[config.mk]
export PLATFORM = sky130hd
export DESIGN_NAME = fp_operand_aligner_flat
export DESIGN_NICKNAME = d
export VERILOG_FILES = /design/src/rtl/fp_operand_aligner_if.sv /design/src/rtl/fp_operand_aligner.sv /design/src/flat_wrapper.sv
export SDC_FILE = /design/constraint.sdc
export NUM_CORES = 1
export LEC_CHECK = 0
export CAP_MARGIN = 5
export CELL_PAD_IN_SITES_DETAIL_PLACEMENT = 0
export CELL_PAD_IN_SITES_GLOBAL_PLACEMENT = 1
export CORE_MARGIN = 2
export CORE_UTILIZATION = 31
export CTS_CLUSTER_SIZE = 14
export DETAILED_ROUTE_END_ITERATION = 7
export PLACE_DENSITY_LB_ADDON = 0.1
export SLEW_MARGIN = 20
export SYNTH_ARGS = -nofsm -noshare
export SYNTH_HDL_FRONTEND = slang
export SYNTH_SLANG_ARGS = --single-unit
[constraint.sdc]
create_clock -name clk -period 2.51 [get_ports clk]
set_input_delay 0.753 -clock clk [delete_from_list [all_inputs] [get_ports clk]]
set_output_delay 0.753 -clock clk [all_outputs]
set_load 0.05 [all_outputs]
[src/rtl/fp_operand_aligner_if.sv]
`default_nettype none
// ============================================================================
// Module  : fp_operand_aligner_if
// Purpose : Operand/result handshake bundle for the FP adder alignment stage.
// Revision: 1.0 - initial release
// ============================================================================
interface fp_operand_aligner_if;
  logic        in__valid;
  logic        in__ready;
  logic [31:0] op__a;
  logic [31:0] op__b;
  logic        out__valid;
  logic        out__ready;
  logic [27:0] A;
  logic [27:0] B;
  logic [7:0]  exponent;
  logic        special;

  modport master (
    output in__valid, op__a, op__b, out__ready,
    input  in__ready, out__valid, A, B, exponent, special
  );

  modport slave (
    input  in__valid, op__a, op__b, out__ready,
    output in__ready, out__valid, A, B, exponent, special
  );
endinterface
`default_nettype wire

[src/rtl/fp_operand_aligner.sv]
`default_nettype none
// ============================================================================
// Module  : fp_operand_aligner
// Purpose : Unpacks two binary32 operands and right-aligns the smaller one,
//           one bit per cycle with sticky collection, for the normalize stage.
// Revision: 1.0 - initial release
// ============================================================================
module fp_operand_aligner (
  input  wire logic           clk,
  input  wire logic           rst,
  fp_operand_aligner_if.slave bus
);

  typedef enum logic [1:0] {
    S_IDLE  = 2'd0,
    S_SHIFT = 2'd1,
    S_DONE  = 2'd2
  } state_t;

  localparam logic [7:0] c_exp_max   = 8'hFF;
  localparam logic [4:0] c_shift_sat = 5'd27;

  state_t      r_state;
  state_t      w_next_state;

  logic        r_sign_a;
  logic        r_sign_b;
  logic [26:0] r_mag_a;
  logic [26:0] r_mag_b;
  logic [7:0]  r_exp;
  logic        r_special;
  logic [4:0]  r_count;
  logic        r_shift_b;

  logic [7:0]  w_exp_a;
  logic [7:0]  w_exp_b;
  logic [7:0]  w_e_a;
  logic [7:0]  w_e_b;
  logic [26:0] w_mag_a;
  logic [26:0] w_mag_b;
  logic        w_special;
  logic        w_a_big;
  logic [7:0]  w_diff;
  logic [4:0]  w_count;
  logic [7:0]  w_exp_big;
  logic        w_accept;

  function automatic logic [26:0] f_sticky_shift(input logic [26:0] m);
    return {1'b0, m[26:2], m[1] | m[0]};
  endfunction

  // Unpack: denormals get effective exponent 1 and no hidden bit.
  assign w_exp_a   = bus.op__a[30:23];
  assign w_exp_b   = bus.op__b[30:23];
  assign w_e_a     = (w_exp_a == 8'd0) ? 8'd1 : w_exp_a;
  assign w_e_b     = (w_exp_b == 8'd0) ? 8'd1 : w_exp_b;
  assign w_mag_a   = {(w_exp_a != 8'd0), bus.op__a[22:0], 3'b000};
  assign w_mag_b   = {(w_exp_b != 8'd0), bus.op__b[22:0], 3'b000};
  assign w_special = (w_exp_a == c_exp_max) || (w_exp_b == c_exp_max);
  assign w_a_big   = (w_e_a >= w_e_b);
  assign w_diff    = w_a_big ? (w_e_a - w_e_b) : (w_e_b - w_e_a);
  assign w_count   = w_special ? 5'd0 :
                     ((w_diff > 8'd27) ? c_shift_sat : w_diff[4:0]);
  assign w_exp_big = w_special ? c_exp_max : (w_a_big ? w_e_a : w_e_b);
  assign w_accept  = (r_state == S_IDLE) && bus.in__valid;

  always_ff @(posedge clk or posedge rst) begin
    if (rst) begin
      r_state <= S_IDLE;
    end else begin
      r_state <= w_next_state;
    end
  end

  always_comb begin
    w_next_state   = r_state;
    bus.in__ready  = 1'b0;
    bus.out__valid = 1'b0;
    case (r_state)
      S_IDLE: begin
        bus.in__ready = 1'b1;
        if (bus.in__valid) begin
          w_next_state = (w_count == 5'd0) ? S_DONE : S_SHIFT;
        end
      end
      S_SHIFT: begin
        if (r_count == 5'd1) begin
          w_next_state = S_DONE;
        end
      end
      S_DONE: begin
        bus.out__valid = 1'b1;
        if (bus.out__ready) begin
          w_next_state = S_IDLE;
        end
      end
      default: begin
        w_next_state = S_IDLE;
      end
    endcase
  end

  // Only the smaller-exponent magnitude moves; A/B never swap position.
  always_ff @(posedge clk or posedge rst) begin
    if (rst) begin
      r_sign_a  <= 1'b0;
      r_sign_b  <= 1'b0;
      r_mag_a   <= 27'd0;
      r_mag_b   <= 27'd0;
      r_exp     <= 8'd0;
      r_special <= 1'b0;
      r_count   <= 5'd0;
      r_shift_b <= 1'b0;
    end else if (w_accept) begin
      r_sign_a  <= bus.op__a[31];
      r_sign_b  <= bus.op__b[31];
      r_mag_a   <= w_mag_a;
      r_mag_b   <= w_mag_b;
      r_exp     <= w_exp_big;
      r_special <= w_special;
      r_count   <= w_count;
      r_shift_b <= w_a_big;
    end else if (r_state == S_SHIFT) begin
      if (r_shift_b) begin
        r_mag_b <= f_sticky_shift(r_mag_b);
      end else begin
        r_mag_a <= f_sticky_shift(r_mag_a);
      end
      r_count <= r_count - 5'd1;
    end
  end

  assign bus.A        = {r_sign_a, r_mag_a};
  assign bus.B        = {r_sign_b, r_mag_b};
  assign bus.exponent = r_exp;
  assign bus.special  = r_special;

endmodule
`default_nettype wire

[src/flat_wrapper.sv]
// flat-port wrapper written by rule: the top's interface ports become plain ports
module fp_operand_aligner_flat 
  (clk, rst, bus_in__valid, bus_op__a, bus_op__b, bus_out__ready, bus_in__ready, bus_out__valid, bus_A, bus_B, bus_exponent, bus_special);
  fp_operand_aligner_if bus_i ();
  input  wire logic clk;
  input  wire logic rst;
  input wire logic [$bits(bus_i.in__valid)-1:0] bus_in__valid;
  input wire logic [$bits(bus_i.op__a)-1:0] bus_op__a;
  input wire logic [$bits(bus_i.op__b)-1:0] bus_op__b;
  input wire logic [$bits(bus_i.out__ready)-1:0] bus_out__ready;
  output wire logic [$bits(bus_i.in__ready)-1:0] bus_in__ready;
  output wire logic [$bits(bus_i.out__valid)-1:0] bus_out__valid;
  output wire logic [$bits(bus_i.A)-1:0] bus_A;
  output wire logic [$bits(bus_i.B)-1:0] bus_B;
  output wire logic [$bits(bus_i.exponent)-1:0] bus_exponent;
  output wire logic [$bits(bus_i.special)-1:0] bus_special;
  assign bus_i.in__valid = bus_in__valid;
  assign bus_i.op__a = bus_op__a;
  assign bus_i.op__b = bus_op__b;
  assign bus_i.out__ready = bus_out__ready;
  assign bus_in__ready = bus_i.in__ready;
  assign bus_out__valid = bus_i.out__valid;
  assign bus_A = bus_i.A;
  assign bus_B = bus_i.B;
  assign bus_exponent = bus_i.exponent;
  assign bus_special = bus_i.special;
  fp_operand_aligner u_core (.clk(clk), .rst(rst), .bus(bus_i));
endmodule
==> flow_metrics.tcl, run 1 <==
set metrics [dict create \
    status "finished with violations" \
    insertion_delay_ns 0.34 \
    htree_levels 3 \
    synth_top_area_cell "dfrtp_1" \
    portBuffers 134 \
    p_per_area_nw_per_um2 1183 \
    drtAntennaViolNets 0 \
    internal_power_mw 4.498 \
    critPathCaptureType "flip-flop" \
    clkSinkCount 73 \
    leakage_nw 3.197 \
    drc 0 \
    drtIter0Drc 187 \
    hold_buffers 0 \
    period_needed_ns 3.049 \
    pre_cts_ws_ns -1.271 \
    io_pins 135 \
    yosys_warnings 0 \
    cts_tree "done" \
    syn_area_um2 4420 \
    overflow 0 \
    rsz0062_at_grt "yes" \
    hold_class "flip-flop to flip-flop" \
    ir_worst_vdd_v 0.0006104 \
    clock_power_share_pct 15.1 \
    met2_length_mm 6.402 \
    power.share.switching_pct 48.21 \
    core_um2 13880 \
    rows 43 \
    async_reset_ff_share_pct 100.0 \
    ys.flop_type "dfrtp_1" \
    die_y_um 123.4 \
    top_layer "met4" \
    drv_cap 0 \
    pwr-share-seq_pct 24.8 \
    crit_required_ns 2.79 \
    routed_wirelength_mm 14.04 \
    syn_to_final_growth_pct 66.01 \
    track_usage_pct 18.75 \
    finalNonFillerCells 920 \
    grt_pass1_vias 4315 \
    crit_path_start_kind "primary input" \
    grt_max_degree 53 \
    slew-limit-headroom_pct 62.88 \
    place_hpwl_mm 10.30 \
    finalMaxSlewViolations 0 \
    syn-mean-instance-area_um2 8.404 \
    syn_nets 613 \
    globalplace.congestion 0.8321 \
    cp.arrival_ns 3.33 \
    seq_area_frac_synth_pct 41.32 \
    initial_core_util_pct 31.85 \
    clk_pin_slew_ns 0.06 \
    nNetsFinal 822 \
    drive_gt1_share_pct 27.97 \
    setup_ws_ns -0.5388 \
    die-area_um2 15230 \
    finalHoldViolCount 0 \
    yosys_register_bits 73 \
    nFillCells 1256 \
    clock_skew_ns 0.007705 \
    power.switching_mw 4.186 \
    clock-root-buffer "clkbuf_16" \
    synthDistinctLibCells 57 \
    synth.area.top_cells "dfrtp_1 (41%), nand2_1 (8.3%), mux2i_1 (6.3%), nor2_1 (5.0%), ha_1 (4.8%)" \
    worstMarginPinSlew_ns 0.5496 \
    synth_top_area_share_pct 41.32 \
    setup_viol 16 \
    syn_inst 526 \
    violations "setup timing" \
    worstPathMaxFanout 4 \
    dr.pass1.iters 5 \
    antenna_found_initial 0 \
    wl_met1_mm 6.689 \
    die_width_um 123.4 \
    cts_buffers 9 \
    vias 4446 \
    max_clock_freq_ghz 0.3280 \
    period_share_pct 121.5 \
    via_per_inst 4.833 \
    grt_pass1_wl_mm 21.90 \
    route.met3.wl_um 689 \
    synth_edf_count 0 \
    place_inst 871 \
    wire_per_inst_um 15.26 \
    worstSetupPathType "primary input to flip-flop" \
    cts_buffer_depth 2 \
    antenna_cells 0 \
    combPwrFrac_pct 60.2 \
]
## area by class of cell
cell class / instances / area, µm² / share of cell area (%)
clock inverter: 4 / 51.30 / 0.6991
timing repair buffer: 242 / 2232 / 30.42
tap: 180 / 225.2 / 3.069
multi-input combinational: 385 / 2653 / 36.15
sequential: 73 / 1827 / 24.89
clock buffer: 12 / 256.5 / 3.495
inverter: 24 / 93.84 / 1.279
## per-stage QoR
stage / area [µm²] / total power, mW / utilization [%] / hold slack, ns / setup TNS (ns)
floorplan: 4564 / 5.480 / - / 0.4469 / -5.490
global placement: 6541 / 7.193 / 47.12 / 0.4670 / -16.70
detailed placement: 6541 / 7.237 / 47.12 / 0.4663 / -17.58
CTS: 7113 / 8.672 / 51.24 / 0.4864 / -4.406
global route: 7338 / 9.277 / 52.87 / 0.5178 / -7.319
finish: 7338 / 8.684 / 52.87 / 0.4813 / -5.928
## power groups by stage
stage | registers [mW] | clock network (mW) | logic [mW]
after global placement | 2.15 | 0 | 5.04
after global routing | 2.24 | 1.41 | 5.63
final | 2.15 | 1.31 | 5.22
after detailed placement | 2.18 | 0 | 5.06
after floorplan | 3.71 | 0 | 1.77
after CTS | 2.16 | 1.35 | 5.16
## layout by cell type (no fill, tap or decap), drive strengths merged, types with 3 or more instances in the layout
master and instances:
buf 122, clkdlybuf4s50 116, nand2 99, dfrtp 73
nor2 60, a21oi 37, o21ai 33, mux2i 28
a31oi 25, inv 23, ha 17, clkbuf 14
xnor2 8, a211oi 7, nand3 6, nor2b 5
nand4 5, a22o 5, nor4 5, nand2b 4
o21a 4, nor3 4, o22ai 3
## repair_timing
action                                 4_1_cts  5_1_grt
setup endpoints to repair                   16       16
gates cloned                                 0        1
pin swaps                                   23       26
endpoints found under the hold margin        0        0
gates resized for setup                     90       38
setup buffers                               23       11
## state kept, by name, summed over array words and instances (netlist names)
signal	cells
u_core.r_mag_a	27
u_core.r_mag_b	27
u_core.bus.exponent	8
u_core.r_count	5
u_core.r_state	2
u_core.bus.special	1
u_core.r_shift_b	1
u_core.r_sign_a	1
u_core.r_sign_b	1
## logic make-up (layout without fill, tap and decap cells)
logic type	count (synthesis)	after routing	synth area share, %
muxes	29	29	6.850
DFF	73	73	41.32
and+or+nand+nor	198	198	19.19
buffers and inverters	68	282	6.369
xor gates and xnor gates	10	10	1.981
adders and majority gates	19	19	5.717
AOI/OAI and AO/OA	129	129	18.57
## Yosys cell counts (all sizes together) (6+ instances only)
cell type	count
nand2	99
o21ai	33
nand3	6
a211oi	7
mux2i	28
inv	24
ha	17
xnor2	8
buf	12
dfrtp	73
clkbuf	32
nor2	60
a31oi	25
a21oi	37
## final timing paths
path,start,end,slack [ns],cells after the start
max,bus_op__b[28],u_core.r_state[1]$_DFFE_PP0P_,-0.54,14
min,u_core.r_sign_b$_DFFE_PP0P_,u_core.r_sign_b$_DFFE_PP0P_,0.48,2
max reg2reg,u_core.r_state[1]$_DFFE_PP0P_,u_core.r_count[1]$_DFFE_PP0P_,0.80,6
min reg2reg,u_core.r_sign_b$_DFFE_PP0P_,u_core.r_sign_b$_DFFE_PP0P_,0.48,2
max in group asynchronous,rst,u_core.bus.exponent[2]$_DFFE_PP0P_,1.22,3
min in group asynchronous,rst,u_core.r_mag_b[18]$_DFFE_PP0P_,0.77,2
## routing by layer
metal / up-vias / track usage (%)
li1: 2215 / -
met1: 2105 / 26.46
met2: 107 / 28.06
met3: 19 / 4.290
met4: 0 / 6.676
met5: - / 0
## critical path, cell delays in order
cell       delay [ns]
buf_8            0.10
nor4_4           0.33
a21oi_2          0.11
buf_4            0.16
ha_4             0.16
inv_2            0.06
fa_2             0.22
nand3_4          0.08
a21bo_4          0.22
a31o_4           0.23
a211oi_4         0.19
o2111ai_4        0.23
a211oi_4         0.32
a31o_1           0.17
(Power assumes the default switching activity.)
==> run 2, diff against run 1 <==
CAP_MARGIN = 30   (was 5)
==> results of run 2 <==
No change in the layout: final DEF, timing and power equal those of run 1.
